===== src/rtl/sdram_arbiter.sv =====
// Multi-client arbiter onto a single Avalon-MM SDRAM master, one transaction in flight.
// Define SDRAM_ARB_TIMEOUT_EN to abandon reads whose readdatavalid never arrives.
module sdram_arbiter #(
    parameter int NUM_CLIENTS    = 5,
    parameter int ADDR_W         = 23,
    parameter int DATA_W         = 32,
    parameter int RR_MODE        = 1,
    parameter int TIMEOUT_CYCLES = 1024
) (
    input  logic                          i_clk,
    input  logic                          i_rst_n,
    input  logic [NUM_CLIENTS-1:0]        i_req_read,
    input  logic [NUM_CLIENTS-1:0]        i_req_write,
    input  logic [NUM_CLIENTS*ADDR_W-1:0] i_req_addr,
    input  logic [NUM_CLIENTS*DATA_W-1:0] i_req_writedata,
    output logic [DATA_W-1:0]             o_readdata,
    output logic [NUM_CLIENTS-1:0]        o_finished,
    output logic                          o_timeout,
    output logic [ADDR_W-1:0]             o_sdram_address,
    output logic [3:0]                    o_sdram_byteenable_n,
    output logic                          o_sdram_chipselect,
    output logic [DATA_W-1:0]             o_sdram_writedata,
    output logic                          o_sdram_read_n,
    output logic                          o_sdram_write_n,
    input  logic [DATA_W-1:0]             i_sdram_readdata,
    input  logic                          i_sdram_readdatavalid,
    input  logic                          i_sdram_waitrequest,
    output logic [1:0]                    o_fsm_state
);

    localparam int IDX_W = (NUM_CLIENTS > 1) ? $clog2(NUM_CLIENTS) : 1;

    typedef enum logic [1:0] {
        IDLE    = 2'd0,
        ISSUE   = 2'd1,
        WAIT_RD = 2'd2,
        DONE    = 2'd3
    } state_t;

    // Avalon handshake: the command is held on the bus while waitrequest is 1 and is
    // taken by the slave on the first edge where waitrequest is 0; readdatavalid is a
    // one-cycle strobe that is only honoured while a read is outstanding (WAIT_RD).

    state_t                 state;
    logic [IDX_W-1:0]       rr_ptr;
    logic [IDX_W-1:0]       grant_idx;
    logic                   op_write;
    logic [NUM_CLIENTS-1:0] req_any;
    logic [IDX_W-1:0]       pick_idx;
    logic                   pick_valid;
    logic [NUM_CLIENTS-1:0] grant_onehot;
    int                     j;

    assign req_any              = i_req_read | i_req_write;
    assign grant_onehot         = {{(NUM_CLIENTS-1){1'b0}}, 1'b1} << grant_idx;
    assign o_sdram_byteenable_n = 4'b0000;
    assign o_fsm_state          = state;

    // Winner search: rotate from rr_ptr in round-robin mode, else lowest index first.
    always_comb begin
        pick_valid = 1'b0;
        pick_idx   = '0;
        j          = 0;
        for (int i = 0; i < NUM_CLIENTS; i++) begin
            if (RR_MODE != 0) begin
                j = int'(rr_ptr) + i;
                if (j >= NUM_CLIENTS) begin
                    j = j - NUM_CLIENTS;
                end
            end else begin
                j = i;
            end
            if (!pick_valid && req_any[j]) begin
                pick_valid = 1'b1;
                pick_idx   = IDX_W'(j);
            end
        end
    end

`ifdef SDRAM_ARB_TIMEOUT_EN
    localparam int CNT_W = $clog2(TIMEOUT_CYCLES + 1);
    logic [CNT_W-1:0] to_cnt;
`else
    assign o_timeout = 1'b0;
`endif

    always_ff @(posedge i_clk) begin
        if (!i_rst_n) begin
            state              <= IDLE;
            rr_ptr             <= '0;
            grant_idx          <= '0;
            op_write           <= 1'b0;
            o_finished         <= '0;
            o_readdata         <= '0;
            o_sdram_chipselect <= 1'b0;
            o_sdram_read_n     <= 1'b1;
            o_sdram_write_n    <= 1'b1;
            o_sdram_address    <= '0;
            o_sdram_writedata  <= '0;
`ifdef SDRAM_ARB_TIMEOUT_EN
            o_timeout          <= 1'b0;
            to_cnt             <= '0;
`endif
        end else begin
            o_finished <= '0;
`ifdef SDRAM_ARB_TIMEOUT_EN
            o_timeout  <= 1'b0;
`endif
            case (state)
                IDLE: begin
                    if (pick_valid) begin
                        grant_idx          <= pick_idx;
                        op_write           <= i_req_write[pick_idx];
                        o_sdram_chipselect <= 1'b1;
                        // Write wins when a client raises both strobes.
                        o_sdram_read_n     <= i_req_write[pick_idx];
                        o_sdram_write_n    <= ~i_req_write[pick_idx];
                        o_sdram_address    <= i_req_addr[pick_idx*ADDR_W +: ADDR_W];
                        o_sdram_writedata  <= i_req_writedata[pick_idx*DATA_W +: DATA_W];
                        if (RR_MODE != 0) begin
                            rr_ptr <= (pick_idx == IDX_W'(NUM_CLIENTS - 1)) ? '0 : pick_idx + 1'b1;
                        end
                        state <= ISSUE;
                    end
                end
                ISSUE: begin
                    if (!i_sdram_waitrequest) begin
                        o_sdram_chipselect <= 1'b0;
                        o_sdram_read_n     <= 1'b1;
                        o_sdram_write_n    <= 1'b1;
                        o_sdram_address    <= '0;
                        o_sdram_writedata  <= '0;
                        if (op_write) begin
                            o_finished <= grant_onehot;
                            state      <= DONE;
                        end else begin
`ifdef SDRAM_ARB_TIMEOUT_EN
                            to_cnt <= '0;
`endif
                            state  <= WAIT_RD;
                        end
                    end
                end
                WAIT_RD: begin
                    if (i_sdram_readdatavalid) begin
                        o_readdata <= i_sdram_readdata;
                        o_finished <= grant_onehot;
                        state      <= DONE;
                    end
`ifdef SDRAM_ARB_TIMEOUT_EN
                    else if (to_cnt == CNT_W'(TIMEOUT_CYCLES - 1)) begin
                        o_readdata <= '0;
                        o_timeout  <= 1'b1;
                        o_finished <= grant_onehot;
                        state      <= DONE;
                    end else begin
                        to_cnt <= to_cnt + 1'b1;
                    end
`endif
                end
                DONE: begin
                    // No grant here, so a client dropping its request on finished is safe.
                    state <= IDLE;
                end
                default: begin
                    state <= IDLE;
                end
            endcase
        end
    end

endmodule


===== config.mk =====
export PLATFORM = sky130hd
export DESIGN_NAME = sdram_arbiter
export DESIGN_NICKNAME = d
export VERILOG_FILES = /design/src/rtl/sdram_arbiter.sv
export SDC_FILE = /design/constraint.sdc
export NUM_CORES = 1
export LEC_CHECK = 0
export ABC_AREA = 1
export CORE_ASPECT_RATIO = 0.7
export CORE_MARGIN = 8
export CORE_UTILIZATION = 41
export DETAILED_ROUTE_END_ITERATION = 6
export GPL_TIMING_DRIVEN = 0
export PLACE_DENSITY = 0.82
export SYNTH_ARGS = -nofsm -noshare
export SYNTH_HDL_FRONTEND = slang
export SYNTH_SLANG_ARGS = --single-unit
export TNS_END_PERCENT = 5

===== constraint.sdc =====
create_clock -name i_clk -period 4.3 [get_ports i_clk]
set_input_delay 0.645 -clock i_clk [delete_from_list [all_inputs] [get_ports i_clk]]
set_output_delay 0.645 -clock i_clk [all_outputs]
set_load 0.01 [all_outputs]

==> impl_results.md <==
- Hold buffer count at CTS: 0
- Final Hold Vio Count: 0
- Final period util: 0.953
- Hold WC Path Type: flip-flop to flip-flop
- Global route overflow: 0
- Critical Path Slowest Stage Cell: buf_1
- Row Count: 43
- CTS tree: yes
- Number of CTS-inserted buffers: 9
- Mean Syn Cell Area: 5.78 µm²
- Total Routing Usage GR: 0.313
- Total iterations of the first detailed-routing run: 5
- Clock transition at the registers of the reported paths: 0.09 ns
- Critical path's top delay family: buffers and inverters
- CP Data Arrival Time: 4.32 ns
- Vias per cell: 5.27
- Die width: 186 µm
- Status: complete, no violations
- Flops & latches, synth: 104
- Setup Viol. Count Final: 0
- Fin. max-slew vios: 0
- Root Buffer: clkbuf_16
- Die span in y: 135 µm
- Min cycle time layout: 4.10 ns
- RePlAce Congestion: 0.973
- Layout Skew: 0.0115 ns
- CORE AREA: 0.0199 mm²
- Cell breakdown of the critical path: inv_2 -> ha_1 -> buf_2 -> nand3b_1 -> a21oi_1 -> nand2_2 -> nand2_1 -> xor2_1 -> nand3_1 -> nand2_1 -> inv_2 -> nand4_2 -> buf_2 -> buf_1 -> nand3b_1 -> nand3_1 -> nand3_1 -> nand2_1 -> a21oi_1
- Initial core utilization: 0.419
- Rel. slew slack: 0.438
- Critical Path Start Type: flip-flop
- Seq/Total Area, Yosys: 0.250
- HPWL after detailed placement: 34200 µm
- Largest net degree at the start of global routing: 20
- CTS Buffer Depth: 2
- Gate Count Post-Synth: 1441
- FF+latch area: 0.00208 mm²
- Fill cells: 1832
- Clk_lat worst skew: 0.36 ns
- DR vias: 11400
- IO Pins: 423
- Max Cap Violations: 0
- EDFF count, synth: 0
- ANT nets after route: 0
- Die Area: 0.0252 mm²
- DRT iter0 DRCs: 1006
- Slew @ Worst Pin: 0.843 ns
- Main synth FF type: dfxtp_1
- PortBufs: 417
- Post-synthesis instance area: 0.00833 mm²
- Sum Neg Setup Slack: 0 ns
- Placed Area: 0.0129 mm²
- Post-route DRC: 0
- First-pass GRT wire length: 62300 µm
- Clk sinks: 104
- CP required: 4.52 ns
- CP endpoint kind: flip-flop
- Synth cell types: 34
- DRT Wirelength: 42200 µm
- Wire per inst: 19.6 µm
- CP Max Fanout: 13
- Fmax: 244 MHz
- Total Nets Final: 2214
- Worst path max stage delay: 0.46 ns
- Crit Path Class: flip-flop to flip-flop
- Cell area after layout: 0.0132 mm²
- Vias in the first global route: 10500
- Synthesis Warnings: 0
- Antenna violations before repair: 2
- Fraction of layout instances using a drive strength above 1: 0.0595
- Async set or reset register ratio after synthesis: 0
- Multi-input logic area: 0.00486 mm²
- Crit path buf inv count: 5
- Area Growth Syn to Fin: 58.6%
- H-tree depth: 3
area by class of cell:
class / instances / area share
Timing Repair Buffer: 420 / 0.318
Clock buffer: 10 / 0.0173
Buffer: 107 / 0.0434
Multi-Input combinational cell: 1003 / 0.368
Antenna cell: 2 / 0.000379
Sequential cell: 104 / 0.158
Tap cell: 270 / 0.0256
Clock inverter: 6 / 0.00436
Inverter: 231 / 0.0657
worst paths after layout:
path / from / to / slack, ns / cells past startpoint
worst max-delay path: rr_ptr[0] / o_sdram_writedata[22] / 0.20 / 19
worst min-delay path: grant_idx[0] / o_finished[2] / 0.46 / 1
worst max register to register: rr_ptr[0] / o_sdram_writedata[22] / 0.20 / 19
worst min register to register: grant_idx[0] / o_finished[2] / 0.46 / 1
metrics by stage:
stage,std cells,setup WS [ns],hold WS [ns],util
after floorplan,1445,1.11,0.414,-
after global placement,2132,0.0854,0.443,0.648
after detailed placement,2132,0.0857,0.439,0.648
after CTS,2148,0.0466,0.450,0.662
after global routing,2153,-0.0189,0.470,0.665
final,2153,0.204,0.459,0.665
metal layers:
metal  track usage  part of all wire
met1         0.402              0.41
met2         0.516              0.46
met3        0.0777              0.10
met4        0.0913             0.026
met5             0                 0
layout by cell type (no fill, tap or decap), drive strengths merged:
cell type,n
a21oi,90
buf,62
clkbuf,58
clkdlybuf4s50,417
clkinv,2
conb,5
dfxtp,104
diode,2
ha,17
inv,235
nand2,333
nand3,366
nand3b,43
nand4,6
nor2,79
nor3,2
nor4,1
nor4b,1
o211ai,1
o21ai,49
o22ai,2
o31ai,1
or2,2
xor2,5
flip-flops by register name (all words and copies together) (netlist names):
| name | cells |
|---|---|
| grant_idx | 3 |
| o_finished | 5 |
| o_fsm_state | 2 |
| o_readdata | 32 |
| o_sdram_address | 23 |
| o_sdram_chipselect | 1 |
| o_sdram_read_n | 1 |
| o_sdram_write_n | 1 |
| o_sdram_writedata | 32 |
| op_write | 1 |
| rr_ptr | 3 |
cells by family after synthesis:
| family | share of synthesized area |
|---|---|
| buf+inv | 0.170 |
| xor+xnor | 0.00616 |
| simple gates | 0.459 |
| fa+ha+maj | 0.0255 |
| compound gates | 0.0892 |
| flops | 0.250 |
| other cells | 0.000450 |
Yosys cell counts, drive strengths merged (2+ instances only):
master / n / share of area
xor2: 5 / 0.0062
inv: 230 / 0.10
or2: 2 / 0.0015
o21ai: 49 / 0.030
buf: 70 / 0.049
clkbuf: 37 / 0.017
ha: 17 / 0.026
nor2: 79 / 0.037
nand3b: 43 / 0.039
nand4: 6 / 0.0053
nand3: 366 / 0.22
nor3: 2 / 0.0012
o22ai: 2 / 0.0015
a21oi: 90 / 0.055
dfxtp: 104 / 0.25
nand2: 333 / 0.15
timing repair:
item | CTS | global route
setup endpoints to repair | 0 | 62
buffers inserted | 0 | 3
gates resized for setup | 0 | 22
Power is not shown: default switching activity piles up to over one toggle a cycle in this logic, so the estimate is an artifact.
